==> src/rtl/rx_buffer.sv <==
// Receive-side byte buffer: takes bytes from the UART receiver handshake and holds them in a
// first-word-fall-through FIFO with per-byte parity flag, overflow and parity-error statistics.
module rx_buffer #(
    parameter int DEPTH    = 8,
    parameter bit DROP_ERR = 1'b0
) (
    input  logic                     clk,
    input  logic                     Reset,
    input  logic                     Receive,
    input  logic [7:0]               Dout,
    input  logic                     parityErr,
    output logic                     Received,
    input  logic                     pop,
    output logic [7:0]               rdData,
    output logic                     rdErr,
    output logic                     empty,
    output logic                     full,
    output logic [$clog2(DEPTH):0]   count,
    output logic                     overflow,
    input  logic                     clrOverflow,
    output logic [7:0]               errCount
);

    // state  | meaning
    // IDLE   | waiting for Receive
    // SAMPLE | Receive seen; parityErr now valid, commit byte on exit if still requested
    // ACK    | Received pulse to the receiver
    // WAIT   | hold until the receiver drops Receive

    localparam int AW = $clog2(DEPTH);
    localparam logic [AW:0]   FULL_CNT = (AW+1)'(DEPTH);
    localparam logic [AW:0]   CNT_ONE  = (AW+1)'(1);
    localparam logic [AW-1:0] PTR_ONE  = AW'(1);

    typedef enum logic [1:0] {IDLE, SAMPLE, ACK, WAIT} state_t;

    state_t        state;
    logic [8:0]    mem [DEPTH];
    logic [AW-1:0] wptr;
    logic [AW-1:0] rptr;
    logic          commit;
    logic          store;
    logic          wr_en;
    logic          rd_en;

    always_comb begin
        commit = (state == SAMPLE) && Receive;
        store  = commit && !(DROP_ERR && parityErr);
        // A full FIFO still accepts the byte when the head is popped in the same cycle
        wr_en  = store && (!full || pop);
        rd_en  = pop && !empty;
    end

    assign empty  = (count == '0);
    assign full   = (count == FULL_CNT);
    assign rdData = empty ? 8'h00 : mem[rptr][7:0];
    assign rdErr  = empty ? 1'b0  : mem[rptr][8];

    always_ff @(posedge clk) begin
        if (!Reset) begin
            state    <= IDLE;
            Received <= 1'b0;
        end else begin
            Received <= 1'b0;
            case (state)
                IDLE:   if (Receive) state <= SAMPLE;
                SAMPLE: begin
                    if (Receive) begin
                        state    <= ACK;
                        Received <= 1'b1;
                    end else begin
                        state <= IDLE;
                    end
                end
                ACK:    state <= WAIT;
                WAIT:   if (!Receive) state <= IDLE;
                default: state <= IDLE;
            endcase
        end
    end

    always_ff @(posedge clk) begin
        if (wr_en) mem[wptr] <= {parityErr, Dout};
    end

    always_ff @(posedge clk) begin
        if (!Reset) begin
            wptr     <= '0;
            rptr     <= '0;
            count    <= '0;
            overflow <= 1'b0;
            errCount <= 8'h00;
        end else begin
            if (wr_en) wptr <= wptr + PTR_ONE;
            if (rd_en) rptr <= rptr + PTR_ONE;
            case ({wr_en, rd_en})
                2'b10:   count <= count + CNT_ONE;
                2'b01:   count <= count - CNT_ONE;
                default: count <= count;
            endcase
            if (store && full && !pop)
                overflow <= 1'b1;
            else if (clrOverflow)
                overflow <= 1'b0;
            if (commit && parityErr && errCount != 8'hFF)
                errCount <= errCount + 8'h01;
        end
    end

endmodule

==> config.mk <==
export PLATFORM = sky130hd
export DESIGN_NAME = rx_buffer
export DESIGN_NICKNAME = d
export VERILOG_FILES = /design/src/rtl/rx_buffer.sv
export SDC_FILE = /design/constraint.sdc
export NUM_CORES = 1
export LEC_CHECK = 0
export BUFFER_PORTS_ARGS = -buffer_cell sky130_fd_sc_hd__buf_2
export CAP_MARGIN = 5
export CORE_ASPECT_RATIO = 1.75
export CORE_UTILIZATION = 58
export DETAILED_ROUTE_END_ITERATION = 10
export PLACE_DENSITY = 0.88
export REMOVE_ABC_BUFFERS = 1
export SYNTH_ARGS = -nofsm -noshare
export SYNTH_HDL_FRONTEND = slang
export SYNTH_SLANG_ARGS = --single-unit
==> constraint.sdc <==
create_clock -name clk -period 2.75 [get_ports clk]
set_input_delay 0 -clock clk [delete_from_list [all_inputs] [get_ports clk]]
set_output_delay 0 -clock clk [all_outputs]
set_load 0.1 [all_outputs]
==> summary.txt, run 1 <==
Run status
  – Outcome: completed

Setup path
  – Worst Setup End Kind: flop
  – Data arrival, critical path: 2810 ps
  – WP data required: approximately 3000 ps
  – Reg2reg path depth: 9
  – Critical path class: flop to flop
  – Worst-path maximum fanout: 9
  – Startpoint class of the critical path: flop

Floorplanning
  – Die W: between 60 and 70 um
  – Initial Utilization: 0.604
  – IO Pins: 39
  – Die Y: between 100 and 150 um
  – Die footprint: around 7200 um^2
  – # rows: 39
  – Core ar.: 6540 um^2

Logic synthesis
  – EDFF count, synth: a little over 70
  – Yosys warns: 0
  – Post-synthesis area per instance: 15.8 um^2
  – Synth unique cells: 45
  – Largest cells by area after synthesis: edfxtp_1, dfxtp_1, mux4_2, mux2i_1, nor2_1
  – Flop and latch count out of synthesis: 97
  – Synth top area share: 0.548
  – Synth Cell Area: just under 4000 um^2
  – Sequential area share after synthesis: 0.675
  – Asr flop ratio synth: 0
  – List of most frequent post-synthesis cells: edfxtp_1, nor2_1, dfxtp_1, mux4_2, mux2i_1
  – Area leader, netlist: edfxtp_1
  – Commonest register cell after synthesis: edfxtp_1
  – Top-count cell post-synth: edfxtp_1
  – Post-Synthesis Cells: 250

Routing
  – Metal-1 WL: about 2800 um
  – Vias/cell: a little under 6
  – DR WL/cell: about 19 um
  – DR iter-0 viols: between 100 and 150
  – Drc violations: 0
  – Top routing layer used: met4
  – Post-DRT Antenna Nets: 0
  – Via Count: approximately 2.3k
  – Routed wl met2: 4300 um
  – WL met3: roughly 300 um
  – Total Wirelength: ~7500 um
  – DRT Pass-1 Iters: 4

Clock tree
  – Clock sink count: 97
  – Postcts setup bufs: 0
  – Post-CTS Hold Buffers: 11
  – Number of buffers created by CTS: 9
  – Clk root buf: clkbuf_16
  – Worst-skew pair later-pin latency: 330 ps
  – Worst-path clk slew: about 60 ps
  – Resized Gates After CTS: 0
  – CTS Buffer Depth: 2
  – TritonCTS clock tree: built
  – H-tree levels: 3

Final layout
  – Fin cells: 399
  – Antenna cells: 0
  – Share of cells above drive strength 1: 0.281
  – Area growth syn-to-layout: 18.4%
  – Final Instance Area: 4670 um^2
  – Final core occ: 0.715
  – Final nets: ~330

Timing
  – Worst-Margin Slew: ~960 ps
  – Fin Setup TNS: 0 ps
  – Final worst slack: between 200 and 250 ps
  – Unrepaired setup endpoints after global routing: false
  – Final period util: 0.925
  – Upper clock frequency limit: about 0.4 GHz
  – Worst Clk Skew: just under 5 ps
  – Fin Hold WS: 28.5 ps
  – Setup Viol. Count Final: 0
  – Final min period: roughly 2500 ps
  – Hold Violations, Final: 0
  – Max-slew violations: 0
  – Slew HR: 0.356

GRT
  – First-pass GRT wire length: 11,700 um
  – Initial antenna violation count: 0
  – Largest net degree at the start of global routing: 19
  – Vias in the first global route: around 2.4k
  – GRT overflow: 0
  – GR Util All Layers: 0.227

Power
  – Power Density: about 870 nW/um^2
  – Peak supply drop: just under 0.7 mV
  – Total power: roughly 4.0 mW
  – Leakage: approximately 1.7 nW

Place
  – Area after DPL: around 4300 um^2
  – Port Buffer Count: 38
  – DP HPWL: 4800 um
  – Routability congestion estimate: roughly 0.72
  – Placed cells: between 300 and 400
  – Place WS: 216 ps

Hold path
  – Min-Delay Path Class: input port to flop
  – Worst hold stages: 3

Job
  – Max-Cap Viols: 0
## worst paths after layout
| check | slack [ps] | end | startpoint |
|---|---|---|---|
| max | 210 | count[2]$_SDFFE_PN0P_ | count[1]$_SDFFE_PN0P_ |
| min | 30 | errCount[7]$_SDFFE_PN0P_ | Reset |
| max reg2reg | 210 | count[2]$_SDFFE_PN0P_ | count[1]$_SDFFE_PN0P_ |
| min reg2reg | 490 | errCount[7]$_SDFFE_PN0P_ | errCount[7]$_SDFFE_PN0P_ |
## cell type report
class	instances	area, um^2
Multi-Input combinational cell	139	1220
Sequential cell	97	2660
Tap cell	82	103
Inverter	6	22.5
Fill cell	430	1870
Timing Repair Buffer	59	375
Clock buffer	9	225
Clock inverter	7	61.3
## state kept, by name, summed over array words and instances, names as in the netlist, named ones only
register and count:
rptr 3, mem 72, state 1, overflow 1, count 4, errCount 8
wptr 3, Received 1
## worst max-delay path, stage by stage (launching register included)
cell     delay (ps)
dfxtp_1         390
or4b_4          580
o21ai_4         230
ha_1            300
xor2_1          170
ha_1            160
a21oi_1          50
xor2_1          160
or3_1           310
a21oi_1         130
## metal layers
layer,track usage,vias to the layer above
met5,0,-
met4,0.0948,0
met3,0.0350,9
met2,0.420,80
met1,0.250,1156
li1,-,1081
## cells in the final DEF, fill, tap and decap left out, drive strengths merged, types with 4 or more instances in the layout
master and n:
a21oi 10, buf 48, clkbuf 9, clkinv 5, dfxtp 25, dlygate4sd3 11, edfxtp 72, ha 6
inv 5, mux2i 16, mux4 18, nand2 10, nand2b 4, nand3 4, nor2 28, nor2b 5
o21ai 7, or3 4, xor2 5
## cell families after synthesis
group | Yosys count | synth area share
AO/OA/AOI/OAI | 24 | 0.0419
XOR/XNOR | 6 | 0.0133
adder cells (fa/ha/maj) | 6 | 0.0190
buffers and inverters | 14 | 0.0171
flip-flops | 97 | 0.675
multiplexers | 34 | 0.143
AND/OR/NAND/NOR | 69 | 0.0907
## power breakdown
part	switching [mW]	internal [mW]	leakage, nW	total, mW
registers	0.0375	1.60	0.851	1.64
clock network	0.485	0.693	0.134	1.18
logic	0.948	0.279	0.674	1.23
total	1.47	2.58	1.66	4.05
No activity file was read; power rests on OpenSTA's default activity.
==> inputs of run 2 (changes only) <==
--- a/config.mk
+++ b/config.mk
@@ -12,5 +12,4 @@
 export DETAILED_ROUTE_END_ITERATION = 10
 export PLACE_DENSITY = 0.88
-export REMOVE_ABC_BUFFERS = 1
 export SYNTH_ARGS = -nofsm -noshare
 export SYNTH_HDL_FRONTEND = slang
==> constraint.sdc (replaced) <==
create_clock -name clk -period 2.75 [get_ports clk]
set_input_delay 0.55 -clock clk [delete_from_list [all_inputs] [get_ports clk]]
set_output_delay 0.55 -clock clk [all_outputs]
set_load 0.1 [all_outputs]
==> run 2 against run 1 <==
Sequential share of layout area grew 0.73 points. Sequential power is essentially flat. Clock skew shrank 1.0 ps. Worst hold slack gained 440 ps. Setup slack lost 34 ps. Cell count shrank 2.5%. Combinational power is essentially flat. Cell area shrank 1.1%. Via count shrank 2.8%. Sequential cell count is the same. Fmax shrank 1.3%. Clock power grew 4%. Critical endpoint is now rdData[5]. Highest routed layer unchanged.
==> summary.txt, run 2 (same netlist as run 1, synthesis figures left out) <==
Power
  – Total power: 4.12 mW (+1.9%)
  – Peak supply drop: 0.792 mV (+17%)
  – Seq pwr share: 0.400 (-0.006)
  – Switching pwr: 1.52 mW (+3.6%)
  – Leakage: 1.63 nW (-1.8%)
  – Clk pwr share: 0.298 (+0.007)
  – Sw Share: 0.369 (+0.00600)
  – Power Density: 892 nW/um^2 (+3.0%)
  – Logic pwr share: 0.302 (about the same)
  – Internal power: 2.60 mW (+0.95%)

Timing
  – Worst-Margin Slew: 999 ps (+37.4 ps)
  – Worst Clk Skew: 3.87 ps (-1.03 ps)
  – Final worst slack: 172 ps (-34.0 ps)
  – Fin Hold WS: 473 ps (+445 ps)
  – Fin Setup TNS: 0 ps (unchanged)
  – Unrepaired setup endpoints after global routing: false
  – Slew HR: 0.331 (-0.0250)
  – Upper clock frequency limit: 0.388 GHz (-1.3%)
  – Max-slew violations: 0 (unchanged)
  – Final period util: 0.937 (+0.0124)
  – Setup Viol. Count Final: 0 (unchanged)
  – Final min period: 2580 ps (+34.0 ps)
  – Hold Violations, Final: 0 (unchanged)

Setup path
  – Worst Setup End Kind: output pin
  – Data arrival, critical path: 2030 ps (-780 ps)
  – Worst path cell trace: buf_12, mux4_2, mux2i_1, nor2_2, buf_2
  – CP max-delay cell: mux4_2
  – R2r setup slk: 230 ps (+20 ps)
  – Critical path class: flop to output pin
  – Reg-to-reg startpoint: count[0]$_SDFFE_PN0P_
  – Max stage delay on crit path: 530 ps (-50 ps)
  – Reg2reg path depth: 9 (unchanged)
  – WP data required: 2200 ps (-810 ps)
  – Worst reg2reg endpoint: count[2]$_SDFFE_PN0P_
  – Startpoint class of the critical path: flop
  – Worst-path maximum fanout: 18 (+9)

Floorplanning
  – Die footprint: 7150 um^2 (unchanged)
  – # rows: 39 (unchanged)
  – Die Y: 111 um (unchanged)
  – Core ar.: 6540 um^2 (unchanged)
  – Initial Utilization: 0.604 (unchanged)
  – Die W: 64.4 um (unchanged)
  – IO Pins: 39 (unchanged)

Routing
  – DR WL/cell: 18.8 um (+0.40%)
  – Total Wirelength: 7310 um (-2.1%)
  – Post-DRT Antenna Nets: 0 (unchanged)
  – Top routing layer used: met4
  – WL met3: 311 um (+3.7%)
  – Via Count: 2,261 (-2.8%)
  – DRT Pass-1 Iters: 4 (unchanged)
  – Metal-1 WL: 2700 um (-1.9%)
  – Vias/cell: 5.81 (-0.30%)
  – Drc violations: 0 (unchanged)
  – Routed wl met2: 4010 um (-6.9%)
  – DR iter-0 viols: 88 (-25%)

Place
  – DP HPWL: 4740 um (-1.1%)
  – Place WS: 194 ps (-22.4 ps)
  – Area after DPL: 4320 um^2 (+1.1%)
  – Port Buffer Count: 38 (unchanged)
  – Routability congestion estimate: 0.785 (+8.6%)
  – Placed cells: 373 (+0.27%)

Logic synthesis
  – Syn_nets: 270

Final layout
  – Final Instance Area: 4620 um^2 (-1.1%)
  – Commonest non-fill, non-tap cell in the layout: edfxtp_1
  – Fin cells: 389 (-2.5%)
  – Largest register by flop count: mem
  – Final nets: 322 (-3.0%)
  – Area growth syn-to-layout: 17.1%
  – # fillers: 432 (+0.47%)
  – Antenna cells: 0 (unchanged)
  – Most frequent cells in the layout: edfxtp_1, buf_2, dfxtp_1, nor2_1, mux4_2
  – Biggest regs: mem x72, errCount x8, count x4
  – Share of cells above drive strength 1: 0.342 (+0.0613)
  – Final core occ: 0.707 (-0.00765)
  – Max reg flops: 72 (unchanged)

Clock tree
  – Clock sink count: 97 (unchanged)
  – H-tree levels: 3 (unchanged)
  – Postcts setup bufs: 0 (unchanged)
  – TritonCTS clock tree: built
  – Worst-path clk slew: 70 ps (about the same)
  – Number of buffers created by CTS: 9 (unchanged)
  – Worst-skew pair later-pin latency: 340 ps (about the same)
  – Clk root buf: clkbuf_16
  – CTS Buffer Depth: 2 (unchanged)

GRT
  – Initial antenna violation count: 0 (unchanged)
  – First-pass GRT wire length: 11,600 um (-0.53%)
  – Largest net degree at the start of global routing: 19 (unchanged)
  – Vias in the first global route: 2,348 (-0.55%)
  – GRT overflow: 0 (unchanged)
  – GR Util All Layers: 0.226 (-0.000815)

Hold path
  – Min-Delay Path Class: input port to flop
  – Hold Path Origin: Dout[4]
  – Worst hold stages: 1 (-2)
  – Hold EP: mem[2][4]$_DFFE_PP_

Run status
  – Outcome: completed

Job
  – Max-Cap Viols: 0 (unchanged)
## run 2: worst max-delay path by stage
stage | endpoint | cells after the start | slack (ps)
after floorplan | rdData[0] | 3 | -120
after global placement | count[2]$_SDFFE_PN0P_ | 9 | 330
after detailed placement | count[2]$_SDFFE_PN0P_ | 9 | 190
after CTS | rdData[5] | 5 | 150
after global routing | count[2]$_SDFFE_PN0P_ | 9 | 9
final | rdData[5] | 5 | 170
## run 2: layer usage
metal,global-route usage,vias to the layer above
met3,0.0360,23
met1,0.258,1109
met4,0.121,0
met5,0,-
met2,0.396,73
li1,-,1056
## run 2: power groups by stage
| stage | logic, mW | registers (mW) | clock network (mW) |
|---|---|---|---|
| detailed placement | 1.25 | 1.68 | 0 |
| finish | 1.25 | 1.65 | 1.23 |
| global route | 1.31 | 1.65 | 1.29 |
| global placement | 1.23 | 1.68 | 0 |
| CTS | 1.25 | 1.65 | 1.23 |
| floorplan | 0.934 | 1.78 | 0 |
## run 2: repair_timing
action,CTS,global route
endpoints found under the hold margin,0,0
endpoints found under the setup margin,0,1
resized for setup,0,1
hold buffers,0,0
## run 2: layout make-up
class	instances	area (um^2)	share of cell area
timing repair buffer	49	285	0.0617
clock buffer	10	229	0.0495
tap	82	103	0.0222
sequential	97	2670	0.577
clock inverter	6	67.6	0.0146
inverter	6	22.5	0.00487
multi-input combinational	139	1250	0.270
## run 2: worst max-delay path: cells and delay by family (launching register included)
family,cells,cell delay [ps]
flip-flops,1,350
buffers and inverters,2,490
multiplexers,2,790
AND/OR/NAND/NOR,1,60
==> inputs of run 3 (changes only) <==
- CTS_BUF_LIST: unset -> sky130_fd_sc_hd__clkbuf_16
==> run 3 against run 2 <==
Cell count unchanged. Setup slack improved by 5.5 ps. Non-clock buffer count unchanged. Sequential cell count stayed put. Clock skew is essentially flat. Sequential power barely moved. Combinational power is essentially flat. Critical path type unchanged. Largest cell class unchanged. Highest routed layer unchanged.
==> summary.txt, run 3 (same netlist as run 1, synthesis figures left out) <==
Power
  – Peak supply drop: 0.789 mV (-0.35%)
  – Total power: 4.12 mW (about the same)
  – Leakage: 1.63 nW (+0.25%)
  – Power Density: 891 nW/um^2 (about the same)

Setup path
  – CP max-delay cell: mux4_2
  – Critical path class: flop to output pin
  – R2r setup slk: 230 ps (about the same)
  – Worst path depth: 5 (unchanged)
  – Reg-to-reg startpoint: count[0]$_SDFFE_PN0P_
  – WP data required: 2200 ps (about the same)
  – Startpoint class of the critical path: flop
  – Data arrival, critical path: 2020 ps (about the same)
  – Max stage delay on crit path: 530 ps (about the same)
  – Buf/Inv on CP: 2 (unchanged)
  – Worst-path maximum fanout: 18 (unchanged)
  – Worst Setup End Kind: output pin
  – Worst reg2reg endpoint: count[2]$_SDFFE_PN0P_
  – Reg2reg path depth: 9 (unchanged)
  – CP delay by family, top: multiplexers
  – Worst path cell trace: buf_12, mux4_2, mux2i_1, nor2_2, buf_2

Timing
  – Final min period: 2570 ps (-5.53 ps)
  – Fin Hold WS: 473 ps (unchanged)
  – Final period util: 0.935 (-0.00201)
  – Slew HR: 0.331 (unchanged)
  – Upper clock frequency limit: 0.389 GHz (+0.22%)
  – Worst-Margin Slew: 999 ps (unchanged)
  – Final worst slack: 177 ps (+5.53 ps)
  – Setup Viol. Count Final: 0 (unchanged)
  – Hold Violations, Final: 0 (unchanged)
  – Max-slew violations: 0 (unchanged)
  – Worst Clk Skew: 3.87 ps (-0.00152 ps)
  – Unrepaired setup endpoints after global routing: false

Clock tree
  – Post-CTS Hold Buffers: 0 (unchanged)
  – CTS Buffer Depth: 2 (unchanged)
  – Clock sink count: 97 (unchanged)
  – H-tree levels: 3 (unchanged)
  – Postcts setup bufs: 0 (unchanged)
  – TritonCTS clock tree: built
  – Number of buffers created by CTS: 9 (unchanged)
  – Worst-path clk slew: 70 ps (about the same)
  – Clk root buf: clkbuf_16
  – Worst-skew pair later-pin latency: 340 ps (about the same)

Run status
  – Outcome: completed

Job
  – Max-Cap Viols: 0 (unchanged)

Final layout
  – Flip-flop and latch area: 2670 um^2 (unchanged)
  – Most frequent cells in the layout: edfxtp_1, buf_2, dfxtp_1, nor2_1, mux4_2
  – Biggest regs: mem x72, errCount x8, count x4
  – Commonest non-fill, non-tap cell in the layout: edfxtp_1
  – Fin cells: 389 (unchanged)
  – # fillers: 432 (unchanged)
  – Antenna cells: 0 (unchanged)
  – Share of cells above drive strength 1: 0.342 (unchanged)
  – Final nets: 322 (unchanged)
  – Multi-input gate area: 1250 um^2 (unchanged)
  – Area growth syn-to-layout: 17.1% (unchanged)
  – Max reg flops: 72 (unchanged)
  – Largest register by flop count: mem

Routing
  – DRT Pass-1 Iters: 4 (unchanged)
  – Drc violations: 0 (unchanged)
  – Vias/cell: 5.83 (+0.31%)
  – DR iter-0 viols: 81 (-8.0%)
  – Post-DRT Antenna Nets: 0 (unchanged)
  – Via Count: 2,268 (+0.31%)
  – DR WL/cell: 18.8 um (about the same)
  – Total Wirelength: 7300 um (about the same)

GRT
  – Vias in the first global route: 2,350 (+0.085%)
  – GRT overflow: 0 (unchanged)
  – First-pass GRT wire length: 11,600 um (unchanged)
  – GR Util All Layers: 0.226 (unchanged)
  – Initial antenna violation count: 0 (unchanged)
  – Largest net degree at the start of global routing: 19 (unchanged)

Floorplanning
  – Die W: 64.4 um (unchanged)
  – Die Y: 111 um (unchanged)
  – IO Pins: 39 (unchanged)
  – Initial Utilization: 0.604 (unchanged)
  – Core ar.: 6540 um^2 (unchanged)
  – Die footprint: 7150 um^2 (unchanged)
  – # rows: 39 (unchanged)

Hold path
  – Min-Delay Path Class: input port to flop
  – Hold EP: mem[2][4]$_DFFE_PP_
  – Worst hold stages: 1 (unchanged)
  – Hold Path Origin: Dout[4]

Place
  – DP HPWL: 4740 um (unchanged)
  – Port Buffer Count: 38 (unchanged)
  – Placed cells: 373 (unchanged)
  – Place WS: 194 ps (unchanged)
  – Routability congestion estimate: 0.785 (unchanged)

Logic synthesis
  – Syn_nets: 270 (unchanged)
-- run 3: cell types whose count changed in the layout (fill, tap and decap cells not counted), sizes merged --
cell	delta
inv	+1
clkbuf	-1
-- run 3: cell type report --
class,count,area share
timing repair buffer,49,0.0617
clock buffer,9,0.0487
clock inverter,7,0.0154
multi-input combinational,139,0.270
inverter,6,0.00487
tap,82,0.0222
sequential,97,0.577
-- run 3: worst reg2reg max path, delay by kind of cell (launching register included) --
kind / cells / cell delay [ps]
fa+ha+maj: 2 / 440
compound gates: 3 / 440
flops: 1 / 360
simple gates: 2 / 870
xor+xnor: 2 / 330
-- run 3: worst max path at each step --
stage                                     start               endpoint  slack, ps
after floorplan           count[0]$_SDFFE_PN0P_              rdData[0]       -120
after global placement    count[0]$_SDFFE_PN0P_  count[2]$_SDFFE_PN0P_        330
after detailed placement  count[0]$_SDFFE_PN0P_  count[2]$_SDFFE_PN0P_        190
after CTS                                  flop              rdData[5]        150
after global routing      count[0]$_SDFFE_PN0P_  count[2]$_SDFFE_PN0P_          9
final                                      flop              rdData[5]        180
-- run 3: routing by layer --
metal	up-vias	wire length, um	GRT usage
met4	0	283	0.121
met2	73	4010	0.396
met5	-	0	0
li1	1056	-	-
met1	1116	2710	0.258
met3	23	311	0.0360
-- run 3: where the power goes --
| group | internal [mW] | total [mW] | leakage [nW] | switching, mW |
|---|---|---|---|---|
| clock | 0.704 | 1.23 | 0.145 | 0.522 |
| sequential | 1.61 | 1.65 | 0.853 | 0.0406 |
| combinational | 0.286 | 1.25 | 0.636 | 0.960 |
-- run 3: stage by stage --
stage	setup TNS [ps]	instance area, um^2	util
4_1_cts	0	4620	0.706
5_1_grt	0	4620	0.707
3_3_place_gp	0	4320	0.661
2_1_floorplan	-980	3980	-
3_5_place_dp	0	4320	0.661
6_report	0	4620	0.707
-- run 3: what timing repair did --
action                                  CTS  global route
endpoints found under the hold margin     0             0
gates resized for setup                   0             1
endpoints found under the setup margin    0             1
